**src/rtl/udp_rec_if.sv**
```systemverilog
// Streaming bundle between the IP receiver, the UDP stage and the application.
// The slave modport is the UDP stage's view; the master modport drives it.
interface udp_rec_if;
    logic        udpsof;
    logic        udpeof;
    logic        udpvalidin;
    logic [15:0] udpdatain;
    logic        appsof;
    logic        appeof;
    logic        appvalid;
    logic [15:0] appdata;
    logic [15:0] srcport;
    logic        lenerr;
    logic        hdrerr;

    modport slave (
        input  udpsof, udpeof, udpvalidin, udpdatain,
        output appsof, appeof, appvalid, appdata, srcport, lenerr, hdrerr
    );

    modport master (
        output udpsof, udpeof, udpvalidin, udpdatain,
        input  appsof, appeof, appvalid, appdata, srcport, lenerr, hdrerr
    );
endinterface

```
**src/rtl/udp_rec.sv**
```systemverilog
// UDP receive stage: strips the 8-byte header, filters on destination port and
// forwards the payload with one cycle of latency plus length/header error pulses.
module udp_rec #(
    parameter logic [15:0] PORT   = 16'h0000,
    parameter logic [15:0] MINLEN = 16'd8
) (
    input  logic      clock,
    input  logic      reset,
    udp_rec_if.slave  bus
);
    typedef enum logic [2:0] {
        IDLE, SRC, DST, LEN, CSUM, PAYLOAD, DROP
    } state_t;

    state_t      state;
    logic [15:0] srcreg;
    logic [15:0] expected;
    logic [15:0] cnt;

    logic        appsof_p1;
    logic        appeof_p1;
    logic        vld_p1;
    logic [15:0] appdata_p1;
    logic [15:0] srcport_p1;
    logic        lenerr_p1;
    logic        hdrerr_p1;

    logic [15:0] word;
    logic        portmiss;
    assign word     = bus.udpdatain;
    assign portmiss = (PORT != 16'h0000) && (word != PORT);

    function automatic logic [15:0] sat_inc(input logic [15:0] v);
        return (v == 16'hFFFF) ? v : v + 16'd1;
    endfunction

    // Payload words expected for a length field; word-7 cannot wrap once word >= 8.
    function automatic logic [15:0] len_to_words(input logic [15:0] len);
        return (len < 16'd8) ? 16'd0 : ((len - 16'd7) >> 1);
    endfunction

    // Stage p0 -> p1: parse the incoming word and register the app outputs.
    always_ff @(posedge clock or negedge reset) begin
        if (!reset) begin
            state      <= IDLE;
            srcreg     <= 16'd0;
            expected   <= 16'd0;
            cnt        <= 16'd0;
            appsof_p1  <= 1'b0;
            appeof_p1  <= 1'b0;
            vld_p1     <= 1'b0;
            appdata_p1 <= 16'd0;
            srcport_p1 <= 16'd0;
            lenerr_p1  <= 1'b0;
            hdrerr_p1  <= 1'b0;
        end else begin
            appsof_p1 <= 1'b0;
            appeof_p1 <= 1'b0;
            vld_p1    <= 1'b0;
            lenerr_p1 <= 1'b0;
            hdrerr_p1 <= 1'b0;
            if (bus.udpvalidin) begin
                if (bus.udpsof) begin
                    if (bus.udpeof) begin
                        hdrerr_p1 <= 1'b1;
                        state     <= IDLE;
                    end else begin
                        srcreg    <= word;
                        state     <= DST;
                        hdrerr_p1 <= (state == PAYLOAD);
                    end
                end else begin
                    case (state)
                        DST: begin
                            if (bus.udpeof) begin
                                hdrerr_p1 <= !portmiss;
                                state     <= IDLE;
                            end else begin
                                state <= portmiss ? DROP : LEN;
                            end
                        end
                        LEN: begin
                            if (bus.udpeof) begin
                                hdrerr_p1 <= 1'b1;
                                state     <= IDLE;
                            end else if (word < MINLEN) begin
                                hdrerr_p1 <= 1'b1;
                                state     <= DROP;
                            end else begin
                                expected <= len_to_words(word);
                                state    <= CSUM;
                            end
                        end
                        CSUM: begin
                            cnt <= 16'd0;
                            if (bus.udpeof) begin
                                hdrerr_p1 <= 1'b1;
                                state     <= IDLE;
                            end else begin
                                state <= PAYLOAD;
                            end
                        end
                        PAYLOAD: begin
                            vld_p1     <= 1'b1;
                            appdata_p1 <= word;
                            appsof_p1  <= (cnt == 16'd0);
                            if (cnt == 16'd0)
                                srcport_p1 <= srcreg;
                            cnt <= sat_inc(cnt);
                            if (bus.udpeof) begin
                                appeof_p1 <= 1'b1;
                                lenerr_p1 <= (({1'b0, cnt} + 17'd1) != {1'b0, expected});
                                state     <= IDLE;
                            end
                        end
                        DROP: begin
                            if (bus.udpeof)
                                state <= IDLE;
                        end
                        default: state <= IDLE;
                    endcase
                end
            end
        end
    end

    assign bus.appsof   = appsof_p1;
    assign bus.appeof   = appeof_p1;
    assign bus.appvalid = vld_p1;
    assign bus.appdata  = appdata_p1;
    assign bus.srcport  = srcport_p1;
    assign bus.lenerr   = lenerr_p1;
    assign bus.hdrerr   = hdrerr_p1;
endmodule

```
**src/flat_wrapper.sv**
```systemverilog
// flat-port wrapper written by rule: the top's interface ports become plain ports
module udp_rec_flat 
#(
    parameter logic [15:0] PORT   = 16'h0000,
    parameter logic [15:0] MINLEN = 16'd8
)
  (clock, reset, bus_udpsof, bus_udpeof, bus_udpvalidin, bus_udpdatain, bus_appsof, bus_appeof, bus_appvalid, bus_appdata, bus_srcport, bus_lenerr, bus_hdrerr);
  udp_rec_if bus_i ();
  input  logic clock;
  input  logic reset;
  input wire logic [$bits(bus_i.udpsof)-1:0] bus_udpsof;
  input wire logic [$bits(bus_i.udpeof)-1:0] bus_udpeof;
  input wire logic [$bits(bus_i.udpvalidin)-1:0] bus_udpvalidin;
  input wire logic [$bits(bus_i.udpdatain)-1:0] bus_udpdatain;
  output wire logic [$bits(bus_i.appsof)-1:0] bus_appsof;
  output wire logic [$bits(bus_i.appeof)-1:0] bus_appeof;
  output wire logic [$bits(bus_i.appvalid)-1:0] bus_appvalid;
  output wire logic [$bits(bus_i.appdata)-1:0] bus_appdata;
  output wire logic [$bits(bus_i.srcport)-1:0] bus_srcport;
  output wire logic [$bits(bus_i.lenerr)-1:0] bus_lenerr;
  output wire logic [$bits(bus_i.hdrerr)-1:0] bus_hdrerr;
  assign bus_i.udpsof = bus_udpsof;
  assign bus_i.udpeof = bus_udpeof;
  assign bus_i.udpvalidin = bus_udpvalidin;
  assign bus_i.udpdatain = bus_udpdatain;
  assign bus_appsof = bus_i.appsof;
  assign bus_appeof = bus_i.appeof;
  assign bus_appvalid = bus_i.appvalid;
  assign bus_appdata = bus_i.appdata;
  assign bus_srcport = bus_i.srcport;
  assign bus_lenerr = bus_i.lenerr;
  assign bus_hdrerr = bus_i.hdrerr;
  udp_rec #(.PORT(PORT), .MINLEN(MINLEN)) u_core (.clock(clock), .reset(reset), .bus(bus_i));
endmodule
```
**config.mk**
```make
export PLATFORM = sky130hd
export DESIGN_NAME = udp_rec_flat
export DESIGN_NICKNAME = d
export VERILOG_FILES = /design/src/rtl/udp_rec_if.sv /design/src/rtl/udp_rec.sv /design/src/flat_wrapper.sv
export SDC_FILE = /design/constraint.sdc
export NUM_CORES = 1
export LEC_CHECK = 0
export ABC_AREA = 1
export CAP_MARGIN = 20
export CORE_ASPECT_RATIO = 2
export CORE_UTILIZATION = 25
export CTS_CLUSTER_SIZE = 20
export DETAILED_ROUTE_END_ITERATION = 6
export PLACE_DENSITY = 0.49
export SLEW_MARGIN = 20
export SYNTH_ARGS = -nofsm -noshare
export SYNTH_HDL_FRONTEND = slang
export SYNTH_SLANG_ARGS = --single-unit
export TNS_END_PERCENT = 20
```
**constraint.sdc**
```tcl
create_clock -name clock -period 2.3 [get_ports clock]
set_input_delay 0.46 -clock clock [delete_from_list [all_inputs] [get_ports clock]]
set_output_delay 0.46 -clock clock [all_outputs]
set_load 0.05 [all_outputs]
```
==> out/metrics.yaml, run 1 <==
cts_buffers: 9
gr-usage-met3_pct: 2.03
synth_simple_gate_area_share_pct: 27.7
hold_viol_final: 0
critical_path.cell_chain: "clkdlybuf4s50_1"
post_cts_resized: 0
yosysSeqAreaShare_pct: 50.3
synth-compound-area-share_pct: 10.9
setup.worst_path.class: "flop to output pin"
finalSetupViolations: 0
slew_headroom_pct: 63.3
antenna-diode-count: 0
finalNetCount: 666
critical_path.reg2reg.endpoint: "u_core.cnt[1]"
ant_nets: 0
cp_num_buf_inv: 1
synth.area.mux_share_pct: 0
layout-drive-gt1-share_pct: 11.4
ys_warn_count: 0
cap_violations: 0
globalRoute.busiestLayer: "met2"
drt_drc_violations_left: 0
clkPwrFrac_pct: 34.9
synth_top_family_by_area: "simple AND/OR/NAND/NOR gates"
ys_types: 34
reg2reg_depth: 8
global_route.usage.total_pct: 15.0
detail_route.wl_per_cell_microns: 14.5
detail_route.first_pass.iterations: 5
clock_insertion_delay_worst_skew_ns: 0.35
dieArea_sq_um: 17900
worst_slew_pin_slew_ns: 0.550
top_ports: 58
vias: 3840
num_rows: 67
finalCriticalPeriod_ns: 2.02
clock-sinks: 87
worst_clock_skew_ns: 0.0123
routed_via_density: 4.50
route.final.wire_length_microns: 12400
ctsRootBufferMaster: "clkbuf_16"
cts-htree-levels: 3
irDropWorstVdd_uv: 399
wire_length_of_the_first_global_routing_pass_microns: 19900
synth_fa_ha_area_share_pct: 0.867
overflow: 0
critical-path-top-delay-family: "buffers and inverters"
fp.coreArea_sq_um: 16800
pin_count_of_the_biggest_net_entering_global_routing: 41
timing.critical_path.arrival_ns: 1.56
sum_of_net_half_perimeters_after_detailed_placement_microns: 9700
cell_internal_power_uw: 2990
critical_path_peak_fanout: 2
syn_nets: 574
grt_antenna_before_repair: 0
switching_share_pct: 31.9
detail_route.iter0.violations: 217
dpl-instance-area_sq_um: 5390
number_of_buffers_inserted_by_post_cts_setup_repair: 0
initial_core_util_pct: 25.7
routabilityCongestion: 0.892
critical_path.startpoint: "u_core.bus.appdata[11]"
min-delay-path-class: "input pin to async pin"
clock_tree.buffer_depth: 2
syn_to_final_growth_pct: 31.9
power.density_nw_per_um2: 770
post_synth_inst_count: 550
syn-mean-instance-area_sq_um: 7.87
fp.dieW_microns: 95.1
reg2reg_setup_slack_ns: 0.39
final_area_sq_um: 5710
run_status: "finished clean"
timing_max_transition_violations_final: 0
cts.hold.buffers_added: 0
slowest_stage: "clkdlybuf4s50_1"
max_freq_mhz: 495
number_of_global_route_vias_before_repair: 3917
die_height_microns: 188
buffer_ports.inserted: 57
ys_seq_elements: 87
seq_power_share_pct: 42.6
clock_slew_at_reported_path_ffs_ns: 0.07
gr-usage-met2_pct: 27.1
final_min_period_over_clock_period_pct: 87.8
timing.rr.start: "u_core.cnt[1]"
netlist_area_pre_place_sq_um: 4330
combinational_cell_fraction_of_total_power_pct: 22.5
finalWorstSetupSlack_ns: 0.280
placement.setup.worst_slack_ns: -0.270
rsz_0062_raised_after_global_routing: "no"
critPathRequiredTime_ns: 1.84
synth_xor_area_share_pct: 2.54
crit_path_start_kind: "flop"
tritoncts_clock_tree: "done"
whs_ns: 0.0885
grt.met1_usage_pct: 14.8
static-leakage-power_uw: 0.00281
critPathCaptureType: "output pin"
total_switching_power_uw: 1400
worst_path_largest_cell_delay_ns: 0.82
[power groups by stage]
stage,Sequential (uW),Combinational (uW),Clock [uW]
floorplan,1930,607,0
global placement,1900,983,0
detailed placement,1900,993,0
CTS,1870,997,1590
global route,1900,1120,1630
finish,1870,988,1530
[synthesized netlist by cell type]
| master | number | area share (%) |
|---|---|---|
| ha_1 | 3 | 0.87 |
| nand4_2 | 1 | 0.29 |
| o211ai_1 | 1 | 0.17 |
| nand2_2 | 2 | 0.29 |
| clkinv_2 | 1 | 0.12 |
| xor2_1 | 6 | 1.2 |
| o2111ai_1 | 1 | 0.20 |
| inv_2 | 3 | 0.26 |
| nand4_1 | 9 | 1.3 |
| nand3_2 | 1 | 0.23 |
| o22ai_1 | 8 | 1.2 |
| nor3_1 | 6 | 0.69 |
| nand2_1 | 178 | 15 |
| a22oi_1 | 2 | 0.35 |
| nor4_1 | 1 | 0.14 |
| o21ai_1 | 3 | 0.35 |
| buf_2 | 2 | 0.23 |
| xnor3_1 | 1 | 0.52 |
| a21oi_1 | 9 | 1.0 |
| xnor2_1 | 4 | 0.81 |
| nor2_1 | 37 | 3.2 |
| dfrtp_1 | 87 | 50 |
| inv_1 | 66 | 5.7 |
| o21ai_2 | 3 | 0.61 |
| nor3_2 | 1 | 0.23 |
| a31oi_1 | 3 | 0.43 |
| nand3_1 | 35 | 4.0 |
| o21ai_0 | 57 | 6.6 |
| clkbuf_1 | 6 | 0.52 |
| nand3b_1 | 1 | 0.17 |
| buf_6 | 3 | 0.78 |
| clkbuf_2 | 1 | 0.12 |
| nor2_2 | 4 | 0.58 |
| nor2_4 | 4 | 1.0 |
[metal layers]
layer,vias up,share of wire [%]
li1,1950,-
met1,1771,36
met2,83,55
met3,36,2.7
met4,0,6.2
met5,-,0
[stage by stage]
stage | std cells | TNS (ns) | util, % | power (uW)
4_1_cts | 854 | 0 | 33.8 | 4460
6_report | 854 | 0 | 33.9 | 4390
3_3_place_gp | 838 | -0.470 | 32.0 | 2880
5_1_grt | 854 | 0 | 33.9 | 4640
3_5_place_dp | 838 | -0.633 | 32.0 | 2890
2_1_floorplan | 550 | 0 | - | 2530
[kinds of logic (layout without fill, tap and decap cells)]
kind of cell               Yosys count  after routing
xor gates and xnor gates            11             11
and+or+nand+nor                    280            280
adders and majority gates            3              3
buffers and inverters               82            179
DFF                                 87             87
AOI/OAI and AO/OA                   87             87
[placed cells by master (no fill, tap or decap), drive strengths merged]
cell type,n
clkinv,2
ha,3
a22oi,2
xor2,6
inv,69
nor3,7
o2111ai,1
a21oi,9
o21ai,63
clkinvlp,2
o22ai,8
clkdlybuf4s50,56
dfrtp,87
xnor2,4
buf,37
o211ai,1
nor2,45
nand2,180
nand3b,1
nor4,1
clkbuf,12
bufinv,1
a31oi,3
xnor3,1
nand3,36
nand4,10
[sequential cells by signal, summed over array words and instances, names as in the netlist, 3 cells and up]
name	count
u_core.expected	15
u_core.state	3
u_core.bus.appdata	16
u_core.bus.srcport	16
u_core.srcreg	16
u_core.cnt	16
[worst max path at each step]
stage	to	cells past startpoint
after floorplan	u_core.expected[13]	11
after detailed placement	u_core.expected[13]	12
after global placement	u_core.expected[13]	12
final	bus_appdata[11]	1
after CTS	u_core.expected[13]	12
after global routing	u_core.expected[13]	12
[cell type report]
| cell class | count | area [sq um] |
|---|---|---|
| tap | 207 | 259 |
| clock buffer | 12 | 256 |
| inverter | 70 | 264 |
| multi-input combinational | 381 | 1820 |
| sequential | 87 | 2180 |
| clock inverter | 4 | 53.8 |
| fill | 1775 | 11100 |
| timing repair buffer | 93 | 876 |
Note: power is estimated with default switching activity, not from simulation.
==> run 2, diff against run 1 <==
--- a/config.mk
+++ b/config.mk
@@ -7,11 +7,13 @@
 export LEC_CHECK = 0
 export ABC_AREA = 1
 export CAP_MARGIN = 20
+export CELL_PAD_IN_SITES_DETAIL_PLACEMENT = 1
+export CELL_PAD_IN_SITES_GLOBAL_PLACEMENT = 1
 export CORE_ASPECT_RATIO = 2
 export CORE_UTILIZATION = 25
 export CTS_CLUSTER_SIZE = 20
 export DETAILED_ROUTE_END_ITERATION = 6
-export PLACE_DENSITY = 0.49
+export PLACE_DENSITY = 0.59
 export SLEW_MARGIN = 20
 export SYNTH_ARGS = -nofsm -noshare
 export SYNTH_HDL_FRONTEND = slang
==> run 2 against run 1 <==
Maximum frequency shrank 5.3%. Combinational power grew 0.9%. Clock skew shrank 0.0068 ns. Sequential cell count is the same. Register-to-register slack lost 0.22 ns. Die area is the same. Power shrank 5.1%. Via count grew 2.9%. Clock-buffer cell count is the same. Clock power shrank 16%. First-iteration DRC count shrank 43%. Final cell count shrank 0.35%. Highest routed layer unchanged.
==> out/metrics.yaml, run 2 (synthesized netlist as in run 1, its figures left out) <==
dpl-instance-area_sq_um: 5350  # -0.74%
crit_path_start_kind: "flop"
ctsRootBufferMaster: "clkbuf_16"
critical-path-top-delay-family: "simple AND/OR/NAND/NOR gates"
worst_clock_skew_ns: 0.00543  # -0.00685 ns
cts-htree-levels: 3  # unchanged
die_height_microns: 188  # unchanged
clock_tree.buffer_depth: 2  # unchanged
overflow: 0  # unchanged
cts.hold.buffers_added: 0  # unchanged
layout-drive-gt1-share_pct: 10.7  # -0.72 points
critPathCaptureType: "flop"
timing.rr.start: "u_core.cnt[0]"
static-leakage-power_uw: 0.00277  # -1.5%
syn_to_final_growth_pct: 30.1
cap_violations: 0  # unchanged
fp.coreArea_sq_um: 16800  # unchanged
finalSetupViolations: 0  # unchanged
number_of_global_route_vias_before_repair: 4310  # +10%
max_freq_mhz: 469  # -5.3%
critical_path_depth: 8  # +7
critical_path.endpoint: "u_core.cnt[10]"
timing.critical_path.arrival_ns: 2.40  # +0.84 ns
wire_length_of_the_first_global_routing_pass_microns: 22100  # +11%
clock-sinks: 87  # unchanged
routabilityCongestion: 0.834  # -6.6%
final_min_period_over_clock_period_pct: 92.8  # +4.9 points
reg2reg_setup_slack_ns: 0.17  # -0.22 ns
top_ports: 58  # unchanged
detail_route.wl_per_cell_microns: 15.6  # +7.6%
detail_route.first_pass.iterations: 4  # -1
grt_antenna_before_repair: 0  # unchanged
run_status: "finished clean"
power.density_nw_per_um2: 740  # -3.9%
critical_path_peak_fanout: 9  # +7
irDropWorstVdd_uv: 535  # +34%
critical_path.startpoint: "u_core.cnt[0]"
report.power.total_uw: 4170  # -5.1%
final_common_cell: "nand2_1"
reg2reg_depth: 8  # unchanged
rsz_0062_raised_after_global_routing: "no"
buffer_ports.inserted: 57  # unchanged
finalCriticalPeriod_ns: 2.13  # +0.114 ns
critical_path.cell_chain: "ha_1, nand2_2, nor2_4, nand4_2, o21ai_4, clkinvlp_4, buf_12, o22ai_1"
ant_nets: 0  # unchanged
most-common-layout-cells: "178 x nand2_1, 87 x dfrtp_1, 65 x inv_1"
final_util_pct: 33.4  # -0.45 points
globalRoute.busiestLayer: "met2"
route.final.wire_length_microns: 13300  # +7.3%
clock_slew_at_reported_path_ffs_ns: 0.06  # about the same
dieArea_sq_um: 17900  # unchanged
timing_max_transition_violations_final: 0  # unchanged
clock_insertion_delay_worst_skew_ns: 0.34  # about the same
routed_via_density: 4.65  # +3.3%
vias: 3953  # +2.9%
fp.dieW_microns: 95.1  # unchanged
worst_path_largest_cell_delay_ns: 0.48  # -0.34 ns
grt.met1_usage_pct: 17.0  # +2.2 points
finalNetCount: 665  # -0.15%
detail_route.iter0.violations: 124  # -43%
critical_path.reg2reg.endpoint: "u_core.cnt[10]"
antenna-diode-count: 0  # unchanged
gr-usage-met2_pct: 30.6  # +3.5 points
drt_drc_violations_left: 0  # unchanged
final_area_sq_um: 5630  # -1.3%
initial_core_util_pct: 25.7  # unchanged
tritoncts_clock_tree: "done"
critPathRequiredTime_ns: 2.56  # +0.72 ns
num_rows: 67  # unchanged
slowest_stage: "dfrtp_1"
cts_buffers: 9  # unchanged
global_route.usage.total_pct: 16.5  # +1.5 points
cp_num_buf_inv: 2  # +1
hold_viol_final: 0  # unchanged
setup.worst_path.class: "flop to flop"
slew_headroom_pct: 64.3  # +0.96 points
worst_slew_pin_slew_ns: 0.534  # -0.0160 ns
sum_of_net_half_perimeters_after_detailed_placement_microns: 10500  # +8.7%
pin_count_of_the_biggest_net_entering_global_routing: 38  # -7.3%
min-delay-path-class: "input pin to async pin"
gr-usage-met3_pct: 2.07  # +0.041 points
[run 2: final cells by class]
class | instances | area (sq um)
clock buffers | 12 | 236
multi-input cells | 381 | 1830
clock inverters | 2 | 10.0
well taps | 207 | 259
flip-flops and latches | 87 | 2180
repair buffers | 92 | 856
fillers | 1994 | 11200
inverters | 70 | 268
[run 2: metal layers]
| metal | share of wire [%] | up-vias |
|---|---|---|
| li1 | - | 1942 |
| met1 | 37 | 1915 |
| met4 | 4.4 | 0 |
| met5 | 0 | - |
| met2 | 57 | 66 |
| met3 | 2.1 | 30 |
[run 2: stage by stage]
stage	hold WS, ns	setup slack [ns]	setup TNS (ns)	instances
finish	0.0698	0.166	0	851
CTS	0.0778	0.130	0	850
global placement	0.444	-0.154	-0.270	836
floorplan	0.164	0.585	0	550
detailed placement	0.449	-0.203	-0.437	836
global route	0.0993	0.0306	0	851
[run 2: how the worst min path moves through the flow]
stage	to	slack (ns)	cells past startpoint
after floorplan	u_core.bus.appdata[0]	0.16	0
after global placement	u_core.bus.srcport[0]	0.44	1
after detailed placement	u_core.bus.srcport[2]	0.45	1
after global routing	u_core.bus.srcport[2]	0.1	1
final	u_core.bus.srcport[2]	0.07	1
after CTS	u_core.bus.srcport[2]	0.08	1
[run 2: timing repair]
action / in CTS / in global routing
hold endpoints to repair: 0 / 0
endpoints found under the setup margin: 0 / 4
resized for setup: 0 / 3
buffers inserted: 0 / 1
[run 2: power by group]
group          total, uW  internal [uW]  switching [uW]
Combinational        997            360             638
Sequential          1880           1730             153
Clock               1290            717             573
Total               4170           2810            1360
